## src/rtl/czmuldiv_seq.sv

```systemverilog
// Control sequencer for 8x8 shift-add multiply and 16/8 restoring divide on the
// czabcd A/B/C/D datapath; owns the datapath control inputs while BUSY is high.
module czmuldiv_seq #(
  parameter int STEPS = 8
) (
  input  logic       CLK,
  input  logic       RST,
  input  logic       START,
  input  logic       OP,
  input  logic       xCY_P,
  input  logic       xAMSB_P,
  output logic       BUSY,
  output logic       DONE,
  output logic       OVF,
  output logic       xASEL_P,
  output logic       xCMPSUB_P,
  output logic [1:0] xADDLSEL_P,
  output logic [1:0] xADDRSEL_P,
  output logic [3:0] xBCSEL_P,
  output logic       xMUL_P,
  output logic       xNOT_P,
  output logic       xONE_P,
  output logic       xCYCF_P,
  output logic       xCF_P,
  output logic       xCFBIT_P,
  output logic [1:0] xLALUOP_P,
  output logic       xINPUT_P,
  output logic       xDSEL_P
);

  localparam int CNT_W = $clog2(STEPS) + 1;
  localparam logic [CNT_W-1:0] LAST = CNT_W'(STEPS - 1);

  typedef enum logic [2:0] {
    IDLE   = 3'd0,
    MSETUP = 3'd1,
    MSTEP  = 3'd2,
    DCHECK = 3'd3,
    DSTEP  = 3'd4,
    FIN    = 3'd5
  } state_t;

  state_t           state, state_nxt;
  logic [CNT_W-1:0] cnt, cnt_nxt;
  logic             ovf_nxt;
  logic             q;

  always_ff @(posedge CLK) begin
    if (RST) begin
      state <= IDLE;
      cnt   <= '0;
      OVF   <= 1'b0;
    end else begin
      state <= state_nxt;
      cnt   <= cnt_nxt;
      OVF   <= ovf_nxt;
    end
  end

  // Quotient bit: subtraction succeeded, or the shifted remainder already exceeded 8 bits.
  assign q = xCY_P | xAMSB_P;

  always_comb begin
    state_nxt  = state;
    cnt_nxt    = cnt;
    ovf_nxt    = OVF;
    BUSY       = (state != IDLE);
    DONE       = 1'b0;
    xASEL_P    = 1'b0;
    xCMPSUB_P  = 1'b0;
    xADDLSEL_P = 2'b00;
    xADDRSEL_P = 2'b00;
    xBCSEL_P   = 4'b0000;
    xMUL_P     = 1'b0;
    xNOT_P     = 1'b0;
    xONE_P     = 1'b0;
    xCYCF_P    = 1'b0;
    xCF_P      = 1'b0;
    xCFBIT_P   = 1'b0;
    xLALUOP_P  = 2'b00;
    xINPUT_P   = 1'b0;
    xDSEL_P    = 1'b0;

    case (state)
      IDLE: begin
        if (START) begin
          cnt_nxt   = '0;
          ovf_nxt   = 1'b0;
          state_nxt = OP ? DCHECK : MSETUP;
        end
      end
      MSETUP: begin
        xBCSEL_P  = 4'b0100;
        state_nxt = MSTEP;
      end
      MSTEP: begin
        xMUL_P     = 1'b1;
        xADDLSEL_P = 2'b01;
        xADDRSEL_P = 2'b01;
        xBCSEL_P   = 4'b1111;
        if (cnt == LAST) state_nxt = FIN;
        else             cnt_nxt   = cnt + 1'b1;
      end
      DCHECK: begin
        // A >= D (incl. D == 0) means the quotient cannot fit in 8 bits.
        xADDLSEL_P = 2'b01;
        xADDRSEL_P = 2'b11;
        xNOT_P     = 1'b1;
        xONE_P     = 1'b1;
        if (xCY_P) begin
          ovf_nxt   = 1'b1;
          state_nxt = FIN;
        end else begin
          state_nxt = DSTEP;
        end
      end
      DSTEP: begin
        xADDLSEL_P = 2'b10;
        xADDRSEL_P = 2'b11;
        xNOT_P     = 1'b1;
        xONE_P     = 1'b1;
        xASEL_P    = 1'b1;
        xBCSEL_P   = 4'b1010;
        xCYCF_P    = q;
        xCMPSUB_P  = ~q;
        if (cnt == LAST) state_nxt = FIN;
        else             cnt_nxt   = cnt + 1'b1;
      end
      FIN: begin
        DONE      = 1'b1;
        state_nxt = IDLE;
      end
      default: state_nxt = IDLE;
    endcase
  end

endmodule

```

## config.mk

```make
export PLATFORM = sky130hd
export DESIGN_NAME = czmuldiv_seq
export DESIGN_NICKNAME = d
export VERILOG_FILES = /design/src/rtl/czmuldiv_seq.sv
export SDC_FILE = /design/constraint.sdc
export NUM_CORES = 1
export LEC_CHECK = 0
export ABC_CLOCK_PERIOD_IN_PS = 1700
export CORE_MARGIN = 2
export CORE_UTILIZATION = 38
export DETAILED_ROUTE_END_ITERATION = 10
export PLACE_DENSITY = 0.77
export SYNTH_ARGS = -nofsm -noshare
export SYNTH_HDL_FRONTEND = slang
export SYNTH_SLANG_ARGS = --single-unit
export TNS_END_PERCENT = 30
```

## constraint.sdc

```tcl
create_clock -name CLK -period 1.7 [get_ports CLK]
set_clock_uncertainty 0.15 [all_clocks]
set_input_delay 0.34 -clock CLK [delete_from_list [all_inputs] [get_ports CLK]]
set_output_delay 0.34 -clock CLK [all_outputs]
set_load 0.03 [all_outputs]
```

Word level (Yosys, flattened, before mapping) --
Cells that the tools add are included.
Word-level totals: bits in registers 8, input bits 6, word-level logic and storage cells 46
Cells by class: $add $sub $neg 1, equality and inequality tests 10, muxes and demuxes 20, bitwise gates (word level) 2, reductions and logical operators 10
Operators by type and width (number):
- one-hot mux 3 bit (4 select lines) | 1
- one-hot mux 4 bit (3 select lines) | 1
- 2-to-1 mux 1 bit | 9
- 2-to-1 mux 4 bit | 2
- one-hot mux 2 bit (2 select lines) | 2
- one-hot mux 4 bit (2 select lines) | 1
- equality test 3 x 2 -> 1 bit (second input constant) | 2
- equality test 3 bit (second input constant) | 2
- 2-to-1 mux 3 bit | 2
- != test 2 bit (second input constant) | 3
- AND reduction 3 bit | 2
- OR reduction 2 bit | 3
- adder 4 x 1 -> 4 bit (second input constant) | 1
- equality test 4 x 3 -> 1 bit (second input constant) | 1
- nonzero test 2 bit | 2
- equality test 3 x 1 -> 1 bit (second input constant) | 1
- logical NOT 3 bit | 1
- nonzero test 3 bit | 1
- 2-to-1 mux 2 bit | 1
- != test 2 x 1 -> 1 bit (second input constant) | 1
- one-hot mux 1 bit (2 select lines) | 1
- AND reduction 2 bit | 1
- NOT 1 bit | 1
- bitwise OR 1 bit | 1

Longest topological paths before layout --
Gate-level depths: netlist of run 1.
depth after elaboration 4, gate-level depth with buffers 6, gate-level depth less buffers 5

Worst setup path after synthesis of run 1 --
No wires, ideal clock.
path kind register -> output, start register state[2], end output xONE_P, data arrival time 1478 ps, path slack -268 ps, stages on the path, launching flop included 7, path buffers 2, cells stage by stage dfxtp_1 buf_2 nand2b_1 inv_1 nand2_1 nand2_1 buf_4
On the way: cells in the longest elaborated chain, start to end 3, elaborated cells between the ends (all ways) 4, those cells by class eq/ne (2); mux (1); reduce/logical (1)
RTL lines:
- from (decl) | line 43 | state_t state, state_nxt;
- from (signal assigned) | line 54 | state <= state_nxt;
- equality test 3 bit or equality test 3 x 2 -> 1 bit (tied branches)
- OR reduction 2 bit (no line) *
- 2-to-1 mux 1 bit *
- to (decl) | line 22 | output logic xONE_P,
Every way passes the cells marked *; elsewhere a longest branch is shown, timed or not.

Worst setup path in the final report of run 1 --
start register state[2], end output BUSY
On the way: cells in the longest elaborated chain, start to end 1
RTL lines:
- nonzero test 3 bit | line 67 | BUSY = (state != IDLE);
- to (decl) | line 12 | output logic BUSY,
No other way between the ends.

==> results of run 1 <==
through the flow:
stage / setup TNS, ns / utilization / power [uW]
detailed placement: -0.0770 / 0.557 / 501
global placement: -0.0197 / 0.557 / 496
finish: -0.224 / 0.689 / 732
CTS: -0.122 / 0.636 / 691
global route: -0.886 / 0.689 / 771
floorplan: -0.160 / - / 418
state kept, by name, summed over array words and instances (netlist names):
| name | cells |
|---|---|
| state | 3 |
| OVF | 1 |
| cnt | 4 |
worst min-delay path, stage by stage (launching register included):
cell     delay (ns)
dfxtp_1        0.32
o21ai_1        0.07
a21oi_1        0.06
logic make-up after synthesis:
group                    share of synthesized area
other                                      0.00670
flip-flops                                   0.286
AO/OA/AOI/OAI                                0.181
adder cells (fa/ha/maj)                     0.0224
AND/OR/NAND/NOR                              0.304
buffers and inverters                        0.168
XOR/XNOR                                    0.0313
final cells by class:
type                    count  area (um2)  share of cell area
well taps                  15        18.8              0.0204
multi-input cells          59         378               0.411
clock buffers               3        22.5              0.0245
inverters                   2        10.0              0.0109
flip-flops and latches      8         164               0.178
repair buffers             33         325               0.354
power by group through the flow:
stage / Clock, uW / Sequential [uW] / Combinational, uW
2_1_floorplan: 0 / 213 / 206
3_3_place_gp: 0 / 208 / 288
3_5_place_dp: 0 / 208 / 293
4_1_cts: 151 / 206 / 333
5_1_grt: 169 / 209 / 392
6_report: 157 / 207 / 368
timing repair:
action	4_1_cts	5_1_grt
cloned	0	0
pin swaps	5	2
endpoints found under the setup margin	12	14
gates resized for setup	21	12
setup buffers	3	2
placed cells by master, fill, tap and decap left out, types with 2 or more instances in the layout:
cell type and count:
dfxtp_1 5, conb_1 6, nand3_1 3, nor2_4 3, dfxtp_2 3, nand3b_1 3
clkbuf_4 3, nand2_1 5, buf_4 14, clkdlybuf4s50_1 4, buf_6 10, o21ai_1 3
a211oi_1 2, nor3_1 5, nor2_1 4, a21oi_1 8, nand2_2 2
how the worst min path moves through the flow:
stage | start | end | slack (ns) | cells past startpoint
finish | cnt[1] | cnt[1] | 0.35 | 2
global route | cnt[1] | cnt[1] | 0.38 | 2
CTS | cnt[1] | cnt[1] | 0.35 | 2
detailed placement | cnt[1] | cnt[1] | 0.34 | 2
global placement | cnt[1] | cnt[1] | 0.35 | 2
floorplan | cnt[1] | cnt[1] | 0.32 | 2
per-layer routing:
layer,vias to the layer above,track usage,wire length [um]
li1,307,-,-
met1,281,0.220,635
met2,24,0.277,728
met3,7,0.0259,73
met4,0,0.113,65
met5,-,0,0
==> qor.yml, run 1 <==
detailed_routing:
  route.detailed.drc: 0
  drt-initial-drc-count: 19
  dr.pass1.iters: 4
  num_vias: 619
  viasPerCell: 5.16
  ant_nets: 0
  drt_wl_total_mm: 1.50
  routedWlPerCell_um: 12.5
clock_tree:
  h-tree-depth: 1
  cts_inserted_buffers: 3
  clock_latency_ns: 0.27
  clock_sinks: 8
  root_buffer: "clkbuf_4"
  path_clk_slew_ns: 0.06
  cts_tree: "yes"
  ctsLongestPathBuffers: 2
  postCtsHoldBufs: 0
pwr:
  p_switching_uw: 292
  p_seq_frac: 0.283
  clock_power_share: 0.214
  irDropWorstVdd_mv: 0.438
  power_density_nw_per_um2: 797
  combPwrFrac: 0.503
  power_leakage_uw: 0.000439
  swShare: 0.399
  p_int_uw: 440
synthesis:
  ys_top_cells_by_area: "dfxtp_1 (29%), buf_4 (12%), a21oi_1 (7.2%)"
  postSynthCellCount: 77
  synth_edf_count: 0
  ys_seq_area_frac: 0.286
  synth_top_cells_by_count: "buf_4 (9), a21oi_1 (8), dfxtp_1 (8), nand2_1 (8)"
  synth.largest_area_cell: "dfxtp_1"
  ys_seq_elements: 8
  ys_types: 26
  yosysTopAreaCellShare: 0.286
  yosysMostFrequentCell: "buf_4"
  synth_area_um2: 559
  async_flop_share: 0
  syn_avg_cell_area_um2: 7.26
  ys_warn_count: 0
  ys.flop_type: "dfxtp_1"
sta:
  fin_crit_ns: 1.73
  timing.hold.ws_ns: 0.353
  rsz0062_at_grt: "yes"
  fin_crit_sh: 1.02
  slew_violations: 0
  hold_viol: 0
  fmax_ghz: 0.576
  setup_viol: 8
  setup_slack_ns: -0.0349
floorplan:
  dieWidth_um: 42.4
  die_h_um: 42.4
  initial_core_util: 0.419
  dieArea_um2: 1790
  core-area_um2: 1330
  boundaryPins: 29
  rows: 13
worst_setup_path:
  r2r_cells: 4
  max_stage_delay_ns: 0.36
  worstSetupPathType: "reg2out"
  crit_arrival_ns: 1.24
  critPathCaptureType: "output port"
  reg2reg_slack_ns: 0.08
  crit_slowest_cell: "or3_1"
  crit_path_start: "state[2]"
  crit_chain: "or3_1, clkdlybuf4s15_2"
  critPathLaunchType: "register"
  r2r-start: "cnt[0]"
  worstPathMaxFanout: 2
  worstPathBufferInverterCount: 1
  path_depth: 2
  r2r-end: "state[1]"
  critPathTopFamily: "simple AND/OR/NAND/NOR gates"
  worstPathRequired_ns: 1.21
  endpoint: "BUSY"
cells_and_area:
  instances_no_fill: 120
  drive_gt1_frac: 0.410
  area_growth_pct: 64.2
  diodes: 0
  nets: 114
  nFillCells: 108
  fin_area_um2: 918
placement:
  io_buffers: 22
  dp_hpwl_mm: 1.01
  place_area_um2: 743
  placedCellCount: 112
  dpl_worst_slack_ns: -0.0409
  routabilityCongestion: 0.770
grt:
  track_usage: 0.176
  antenna_found_initial: 0
  grt_pass1_vias: 546
  overflow: 0
  grt_start_max_net_pins: 16
  grt_pass1_wl_mm: 2.39
job:
  cap_violations: 0
worst_hold_path:
  hold_path_class: "reg2reg"
status:
  violations: "setup timing"
  status: "finished with violations"
Note: power is estimated with default switching activity, not from simulation.
==> inputs of run 2 (changes only) <==
- ABC_CLOCK_PERIOD_IN_PS: 1700 -> 1860
- SKIP_CTS_REPAIR_TIMING: not set -> 1
- clock period: 1.7 -> 1.86 ns (I/O delays scaled with it)
==> run 2 against run 1 <==
Net effect: the flow now finishes without violations; critical path type unchanged; worst hold slack improved by 0.0059 ns; power decreased by 19%; largest power group unchanged; cell count decreased by 2.5%; design area decreased by 12%; sequential cell count unchanged; highest routed layer unchanged; sequential power decreased by 7%; global-route usage decreased by 2.6 points; worst setup slack improved by 0.080 ns.
==> qor.yml, run 2 (same netlist as run 1, synthesis figures left out) <==
status:
  status: "completed"
placement:
  io_buffers: 22
  routabilityCongestion: 0.850
  placedCellCount: 114
  dp_hpwl_um: 996
  dpl_worst_slack_ns: 0.0498
floorplan:
  core-area_um2: 1330
  boundaryPins: 29
  initial_core_util: 0.419
  die_h_um: 42.4
  dieArea_um2: 1790
  rows: 13
  dieWidth_um: 42.4
cells_and_area:
  nets: 111
  area_growth_pct: 45.0
  nFillCells: 117
  drive_gt1_frac: 0.275
  instances_no_fill: 117
  mostFrequentLayoutCells: "buf_4 (19), nand2_1 (8), a21oi_1 (8)"
  top_register: "cnt"
  reg_top3: "cnt (4), state (3), OVF (1)"
  final_common_cell: "buf_4"
  fin_util: 0.608
  largest_reg_flops: 4
  diodes: 0
detailed_routing:
  drt_wl_total_mm: 1.30
  num_vias: 598
  dr.pass1.iters: 4
  routedWlPerCell_um: 11.1
  ant_nets: 0
  route.detailed.drc: 0
  routed.top_layer: "met4"
  met1Wirelength_um: 535
  viasPerCell: 5.11
  wl_met3_um: 80
  met2WireLength_um: 647
  drt-initial-drc-count: 14
worst_setup_path:
  r2r_cells: 4
  crit_arrival_ns: 1.29
  critPathCaptureType: "output port"
  crit_slowest_cell: "dfxtp_2"
  worstPathMaxFanout: 6
  worstPathRequired_ns: 1.34
  worstSetupPathType: "reg2out"
  reg2reg_slack_ns: 0.39
  critPathLaunchType: "register"
  crit_chain: "nand2b_1, buf_4, inv_2, nand2_1, nand2_1, buf_4"
  r2r-end: "state[1]"
  max_stage_delay_ns: 0.34
  critPathTopFamily: "buffers and inverters"
  r2r-start: "cnt[0]"
  worstPathBufferInverterCount: 3
clock_tree:
  path_clk_slew_ns: 0.05
  cts_tree: "yes"
  cts_inserted_buffers: 3
  root_buffer: "clkbuf_4"
  clock_sinks: 8
  clock_latency_ns: 0.25
  h-tree-depth: 1
  ctsLongestPathBuffers: 2
pwr:
  power_uw: 596
  irDropWorstVdd_mv: 0.425
  power_leakage_uw: 0.000440
  power_density_nw_per_um2: 735
sta:
  setup_slack_ns: 0.0453
  rsz0062_at_grt: "yes"
  fmax_ghz: 0.551
  hold_viol: 0
  timing.hold.ws_ns: 0.359
  fin_crit_ns: 1.81
  slew_violations: 0
  setup_viol: 0
  fin_crit_sh: 0.976
worst_hold_path:
  hold_path_class: "reg2reg"
  hold_path_end: "cnt[1]"
  min_from: "cnt[1]"
  hold_depth: 2
grt:
  antenna_found_initial: 0
  track_usage: 0.149
  grt_pass1_wl_mm: 2.04
  grt_pass1_vias: 502
  grt_start_max_net_pins: 13
  overflow: 0
job:
  cap_violations: 0
## run 2: stage by stage
stage,area (um2),setup TNS [ns]
2_1_floorplan,583,-0.0321
6_report,811,0
3_5_place_dp,766,0
4_1_cts,788,-0.926
5_1_grt,811,-0.123
3_3_place_gp,766,0
## run 2: worst max path at each step
stage / start / endpoint / cells after the start / slack [ns]
final: state[2] / xNOT_P / 6 / 0.05
after global placement: state[2] / BUSY / 2 / 0.06
after global routing: state[2] / xONE_P / 6 / -0.06
after detailed placement: state[0] / xASEL_P / 4 / 0.05
after CTS: state[0] / xASEL_P / 4 / -0.24
after floorplan: state[2] / xONE_P / 6 / -0.03
## run 2: report_power, final
| group | leakage, uW | internal, uW | switching (uW) |
|---|---|---|---|
| Sequential | 0.0000656 | 182 | 10.2 |
| Combinational | 0.000360 | 110 | 163 |
| Clock | 0.0000138 | 73.7 | 57.3 |
| Total | 0.000440 | 365 | 231 |
## run 2: cell type report
| type | instances | area (um2) | share of cell area |
|---|---|---|---|
| clock buffers | 3 | 22.5 | 0.0278 |
| well taps | 15 | 18.8 | 0.0231 |
| repair buffers | 30 | 264 | 0.326 |
| flip-flops and latches | 8 | 161 | 0.199 |
| multi-input cells | 59 | 337 | 0.415 |
| inverters | 2 | 7.51 | 0.00926 |
## run 2: layer usage
layer  up-vias  GRT usage
met3         4     0.0517
met4         0     0.0750
li1        305          -
met5         -          0
met1       270      0.171
met2        19      0.243
## run 2: worst min-delay path, delay by kind of cell, from the launching register on
family / cells / cell delay [ns]
flip-flops: 1 / 0.32
AO/OA/AOI/OAI: 2 / 0.14
